--- src/rtl/cache_arbiter.sv ---
// rtl/cache_arbiter.sv - Arbitrates I-side and D-side cache line traffic onto one physical-memory port.
module cache_arbiter (
  input  logic         clk,
  input  logic         rst,
  input  logic         i_read,
  input  logic [31:0]  i_address,
  output logic [255:0] i_rdata,
  output logic         i_resp,
  input  logic         d_read,
  input  logic         d_write,
  input  logic [31:0]  d_address,
  input  logic [255:0] d_wdata,
  output logic [255:0] d_rdata,
  output logic         d_resp,
  output logic         pmem_read,
  output logic         pmem_write,
  output logic [31:0]  pmem_address,
  output logic [255:0] pmem_wdata,
  input  logic [255:0] pmem_rdata,
  input  logic         pmem_resp
);

  localparam logic [1:0] IDLE   = 2'd0;
  localparam logic [1:0] I_BUSY = 2'd1;
  localparam logic [1:0] D_BUSY = 2'd2;
  localparam logic [1:0] RESP   = 2'd3;

  logic [1:0]   state;
  logic         last_grant_d;
  logic         resp_d;
  logic         wflag;
  logic [26:0]  line_q;
  logic [255:0] wdata_q;
  logic [255:0] rdata_q;
  logic         i_pend;
  logic         d_pend;
  logic         grant_d;

  assign i_pend = i_read;
  assign d_pend = d_read | d_write;
  // On a tie the side that did not win the previous grant goes first.
  assign grant_d = d_pend & (~i_pend | ~last_grant_d);

  always_ff @(posedge clk) begin
    if (rst) begin
      state        <= IDLE;
      last_grant_d <= 1'b0;
      resp_d       <= 1'b0;
      wflag        <= 1'b0;
      line_q       <= '0;
      wdata_q      <= '0;
      rdata_q      <= '0;
    end else begin
      case (state)
        IDLE: begin
          if (i_pend | d_pend) begin
            last_grant_d <= grant_d;
            if (grant_d) begin
              line_q  <= d_address[31:5];
              wflag   <= d_write;
              wdata_q <= d_wdata;
              state   <= D_BUSY;
            end else begin
              line_q  <= i_address[31:5];
              wflag   <= 1'b0;
              wdata_q <= '0;
              state   <= I_BUSY;
            end
          end
        end
        I_BUSY, D_BUSY: begin
          if (pmem_resp) begin
            rdata_q <= pmem_rdata;
            resp_d  <= (state == D_BUSY);
            state   <= RESP;
          end
        end
        default: state <= IDLE;
      endcase
    end
  end

  // Memory-side outputs come only from registered state so requester churn cannot leak through.
  assign pmem_read    = (state == I_BUSY) | ((state == D_BUSY) & ~wflag);
  assign pmem_write   = (state == D_BUSY) & wflag;
  assign pmem_address = {line_q, 5'b0};
  assign pmem_wdata   = wdata_q;

  assign i_resp  = (state == RESP) & ~resp_d;
  assign d_resp  = (state == RESP) & resp_d;
  assign i_rdata = rdata_q;
  assign d_rdata = rdata_q;

endmodule

--- config.mk ---
export PLATFORM = sky130hd
export DESIGN_NAME = cache_arbiter
export DESIGN_NICKNAME = d
export VERILOG_FILES = /design/src/rtl/cache_arbiter.sv
export SDC_FILE = /design/constraint.sdc
export NUM_CORES = 1
export LEC_CHECK = 0
export CORE_AREA = 8 8 531 533
export DETAILED_ROUTE_END_ITERATION = 8
export DIE_AREA = 0 0 539 541
export PLACE_DENSITY_LB_ADDON = 0.12
export SETUP_SLACK_MARGIN = 0.15
export SLEW_MARGIN = 20
export SYNTH_ARGS = -nofsm -noshare
export SYNTH_HDL_FRONTEND = slang
export SYNTH_SLANG_ARGS = --single-unit
--- constraint.sdc ---
create_clock -name clk -period 2.6 [get_ports clk]
set_clock_uncertainty 0.15 [all_clocks]
set_input_delay 0.26 -clock clk [delete_from_list [all_inputs] [get_ports clk]]
set_output_delay 0.26 -clock clk [all_outputs]
set_load 0.01 [all_outputs]
### Word level (Yosys, flattened, before mapping)

Index checks and enable logic that the tools add are counted.

* equal/unequal tests: 5
* mux-type cells: 7
* bitwise operators: 13
* reduce and logical (&&, ||, !) cells: 5

Operators with widths (count)
* 2-to-1 mux 256 bit: 1
* 2-to-1 mux 27 bit: 1
* 2-to-1 mux 2 bit: 3
* AND reduction 2 bit: 3
* bitwise AND 1 bit: 5
* == test 2 bit, second input constant: 2
* != test 2 bit, second input constant: 2
* NOT 1 bit: 4
* OR 1 bit: 4
* one-hot mux 2 bit (2 select lines): 1
* == test 2 x 1 -> 1 bit, second input constant: 1
* logical NOT 2 bit: 1
* OR reduction 2 bit: 1
* 2-to-1 mux 1 bit: 1

* register bits: 544
* bits of input ports: 582
* output and inout bits: 804
* logic and storage cells: 37

### Longest topological paths before layout

* depth after elaboration: 6
* gate-level depth with buffers: 8

### Least setup slack after synthesis

No wires, ideal clock.

* path kind: register to register
* start: register state[0]
* end: register rdata_q[25], in the netlist d_rdata[25]
* arrival: 1.593 ns
* data required time: 2.380 ns
* slack: 0.787 ns
* cell stages (with the launch flop): 8
* buffers on the path: 2
* clock period less this slack: 1.813 ns
* cells stage by stage: dfxtp_1 inv_1 ha_1 nand2_1 clkbuf_1 clkbuf_1 nand2_1 a21oi_1

* cells in the longest elaborated chain, start to end: 3
* elaborated cells between the ends (all ways): 4

Ends and longest elaborated chain
* start: declaration: line 28 `logic [1:0] state;`
* start signal: assignment: line 46 `state <= IDLE;`
* start signal: assignment: line 62 `state <= D_BUSY;`
* start signal: assignment: line 67 `state <= I_BUSY;`
* == test 2 bit or == test 2 x 1 -> 1 bit (tied branches): line 54 `case (state)`
* OR reduction 2 bit (*): line 54
* AND reduction 2 bit (no line) (*)
* end signal: assignment: line 73 `rdata_q <= pmem_rdata;`
* end: declaration: line 34 `logic [255:0] rdata_q;`

Mark *: on every way between the ends. The rest lies on a longest branch, timed or not.
A chain may end at the register's enable or synchronous reset.

### Final worst setup path

* start: register rdata_q[78], in the netlist d_rdata[78]
* end: output port d_rdata[78]

RTL lines
* end: declaration: line 13 `output logic [255:0] d_rdata,`

No word-level cell between the ends.

==> out/summary.md <==
## Drt
- 3.158 — post-detailed-route via-to-cell ratio
- 1056 — Detailed Route Iter0 Violations
- 174600 um — total wire length after detailed routing
- 22.64 um — WL per Instance
- 0 — count of unresolved DRC violations after routing
- 5 — Pre-Repair DR Iteration Count
- 24360 — total number of vias
- 0 — Detail Route Antenna Nets

## Placement
- 0.7247 — RD Place Congestion
- 141700 um — HPWL after DPL
- 37490 sq um — placed cell area
- 1370 — port buffer count

## Floorplanning
- 539 um — width of the die
- 541 um — vertical extent of the die
- 272900 sq um — Floorplan Core Area
- 192 — row count
- 1386 — Boundary Pins
- 291600 sq um — area of the die
- 0.07714 — effective utilization at floorplan

## Power
- 0.286 — clock group share of total power
- 42.69 mW — sum of internal, switching and leakage power
- 0.295 — sequential cell fraction of total power
- 0.5263 mV — Worst VDD drop
- 26.58 mW — internal cell power
- 16.12 mW — reported net switching power
- 0.3775 — switch share
- 936.8 nW/um^2 — power density over the cells
- 15.62 nW — leakage dissipation
- 0.419 — combinational cell fraction of total power

## Worst setup path
- buffers and inverters — top cell family by delay on the critical path
- clkdlybuf4s50_1 — cell chain of the critical path
- 1 — Critical Path Stages
- sky130_fd_sc_hd__clkdlybuf4s50_1 — master of the slowest instance on the critical path
- 1.91 ns — Critical Path AT
- output pin — Critical Path Sink Type
- 1 — Crit path buffers/inverters
- line_q[12]$_SDFFE_PP0P_ — Reg2Reg Capture Point
- 0.63 ns — CP max stage delay
- 0.37 ns — setup slack of the most critical reg-to-reg path
- 3 — Max FO, Critical Path
- 2.19 ns — worst endpoint required time
- 7 — Worst R2R Path Depth
- flop — Critical Path Source Type
- state[1]$_SDFFE_PP0P_ — startpoint of the worst register-to-register path
- reg -> out — CP Class

## Logic synthesis
- 0 — count of flip-flops with a built-in enable after synthesis
- 8.610 sq um — average instance area after synthesis
- 0 — XOR/XNOR share of the synthesized area
- 0.002377 — adder-cell share of the synthesized area
- 2445 — gate count after technology mapping
- 0.5173 — portion of synthesized cell area occupied by the leading cell type
- 544 — flip-flop and latch count after synthesis
- 0 — Yosys warning count
- sky130_fd_sc_hd__dfxtp_1 52%, sky130_fd_sc_hd__a32oi_1 11%, sky130_fd_sc_hd__buf_4 10%, sky130_fd_sc_hd__nand2_1 10%, sky130_fd_sc_hd__a21oi_1 6.2% — cell types occupying the most area after synthesis
- sky130_fd_sc_hd__dfxtp_1 — Yosys top cell by area
- compound AO/OA/AOI/OAI gates — main combinational cell family by area after synthesis
- sky130_fd_sc_hd__dfxtp_1 — most used flip-flop cell after synthesis
- 0 — multiplexer share of the synthesized area
- 21050 sq um — synthesized area
- 26 — Cell variety after synth
- 0.1847 — Compound-Gate Fraction of Synth Area
- 0.5173 — Seq/Total Area, Yosys
- 0 — ys async rst share
- 0.1544 — simple logic cell fraction of the synthesized area

## Min path
- in -> reg — class of the tightest hold or removal check
- d_wdata[105] — Worst Min Path Start
- pmem_wdata[105]$_SDFFE_PP0P_ — Worst Hold Path EP
- 3 — hold path cells

## Timing
- 0 — final count of hold timing violations
- 0.8920 — Final Cycle Share
- 0 — final-report setup violation count
- no — RSZ-0062 raised after global routing
- 0.8030 ns — actual transition at the worst max-transition pin
- 0 — Pins Over Slew Limit
- 0 ns — Final TNS setup
- 0.09862 ns — WHS
- 431.2 MHz — maximum achievable frequency
- 0.4647 — Slew HR
- 2.319 ns — final critical path time including I/O delays and setup

## Layout
- 116.5% — area growth from synthesis to layout
- 4613 — layout net count
- 45570 sq um — post-layout instance area
- 1357 x sky130_fd_sc_hd__clkdlybuf4s50_1, 570 x sky130_fd_sc_hd__nand2_1, 541 x sky130_fd_sc_hd__dfxtp_1 — most used cells in the layout excluding fill and tap cells
- 0.05936 — share of layout cells above drive strength 1
- sky130_fd_sc_hd__clkdlybuf4s50_1 — most common cell after layout, fill and taps aside
- 30600 — fillers

## Global routing
- 73 — maximum number of pins on one net before global-route repair
- 235500 um — first-pass GRT wire length
- 25790 — via count of the first global-routing pass
- 0.1140 — global routing usage summed across all routing layers
- 0 — aggregate global routing overflow
- 99 — number of antenna violations at the first check in global routing

## Clocking
- 0.72 ns — Worst-Skew Late Latency
- 0.06 ns — clock edge transition at the registers on the reported setup and hold paths
- sky130_fd_sc_hd__clkbuf_16 — Clk Tree Root Cell
- 3 — H-tree levels
- 82 — CTS Buf Count
- 3 — number of buffers between clock root and the deepest sink
- 544 — clock sink count
- built — TritonCTS clock tree

## Flow run
- 0 — max-capacitance violation count

## Outcome
- complete, no violations — status

how the worst max path moves through the flow:
stage,start,endpoint,slack [ns]
final,d_rdata[78]$_SDFFE_PP0P_,d_rdata[78],0.28
after CTS,d_rdata[29]$_SDFFE_PP0P_,i_rdata[29],0.15
after detailed placement,pmem_resp,d_rdata[75]$_SDFFE_PP0P_,0.30
after floorplan,state[0]$_SDFFE_PP0P_,d_rdata[25]$_SDFFE_PP0P_,0.79
after global placement,i_read,pmem_wdata[186]$_SDFFE_PP0P_,0.29
after global routing,state[0]$_SDFFE_PP0P_,pmem_write,0.17
worst reg2reg max path, stage by stage, from the launching register on:
cell and delay, ns:
sky130_fd_sc_hd__dfxtp_1 0.33, sky130_fd_sc_hd__inv_1 0.15, sky130_fd_sc_hd__ha_4 0.19, sky130_fd_sc_hd__o31a_2 0.17
sky130_fd_sc_hd__buf_12 0.24, sky130_fd_sc_hd__nor2_1 0.12, sky130_fd_sc_hd__a311oi_1 0.24, sky130_fd_sc_hd__dlygate4sd3_1 0.57
final cells by class:
type | count | area (sq um) | share of cell area
Clock buffer | 126 | 2469 | 0.05417
Antenna cell | 30 | 75.07 | 0.001647
Sequential cell | 544 | 10890 | 0.2391
Timing Repair Buffer | 1972 | 19930 | 0.4373
Inverter | 3 | 11.26 | 0.0002471
Clock inverter | 25 | 451.7 | 0.009911
Multi-Input combinational cell | 1424 | 7253 | 0.1592
Tap cell | 3589 | 4491 | 0.09854
cells in the mapped netlist, types with 2 or more instances:
master,number
sky130_fd_sc_hd__a21oi_1,261
sky130_fd_sc_hd__a311oi_1,27
sky130_fd_sc_hd__a32oi_1,256
sky130_fd_sc_hd__and2_1,3
sky130_fd_sc_hd__buf_1,8
sky130_fd_sc_hd__buf_2,67
sky130_fd_sc_hd__buf_4,287
sky130_fd_sc_hd__clkbuf_1,115
sky130_fd_sc_hd__dfxtp_1,544
sky130_fd_sc_hd__ha_1,4
sky130_fd_sc_hd__inv_1,3
sky130_fd_sc_hd__nand2_1,571
sky130_fd_sc_hd__nor2_1,284
sky130_fd_sc_hd__nor2b_1,2
sky130_fd_sc_hd__o32ai_1,2
layer usage:
| metal | part of all wire | vias to the layer above | global-route usage |
|---|---|---|---|
| li1 | - | 11370 | - |
| met4 | 0.024 | 70 | 0.02895 |
| met2 | 0.48 | 1088 | 0.1989 |
| met5 | 0.0024 | - | 0 |
| met1 | 0.40 | 11580 | 0.1305 |
| met3 | 0.084 | 254 | 0.04397 |
sequential cells by signal, summed over array words and instances (netlist names):
register	flops
pmem_wdata	256
state	2
last_grant_d	1
resp_d	1
d_rdata	256
wflag	1
line_q	27
logic make-up (layout without fill, tap and decap cells):
group	after synthesis	in the layout
AO/OA/AOI/OAI	553	553
adder cells (fa/ha/maj)	4	4
buffers and inverters	481	2126
flip-flops	544	544
other	1	35
AND/OR/NAND/NOR	862	862
metrics by stage:
stage | std cells | worst slack, ns | utilization
2_1_floorplan | 2449 | 0.7871 | -
3_3_place_gp | 7024 | 0.2949 | 0.1374
3_5_place_dp | 7024 | 0.2974 | 0.1374
4_1_cts | 7681 | 0.1512 | 0.1667
5_1_grt | 7700 | 0.1747 | 0.1669
6_report | 7713 | 0.2809 | 0.1670
power groups by stage:
stage | Clock [mW] | Combinational (mW) | Sequential, mW
2_1_floorplan | 0 | 6.88 | 12.8
3_3_place_gp | 0 | 17.7 | 12.8
3_5_place_dp | 0 | 17.5 | 12.8
4_1_cts | 12.9 | 18.5 | 12.7
5_1_grt | 13.2 | 19.3 | 12.9
6_report | 12.2 | 17.9 | 12.6
timing repair:
| action | in CTS | in global routing |
|---|---|---|
| pin swaps | 0 | 1 |
| resized for setup | 16 | 1 |
| hold endpoints to repair | 498 | 0 |
| hold buffers | 506 | 0 |
| cloned | 0 | 0 |
| buffers inserted | 0 | 2 |
| endpoints found under the setup margin | 15 | 20 |
No activity file was read; power rests on OpenSTA's default activity.
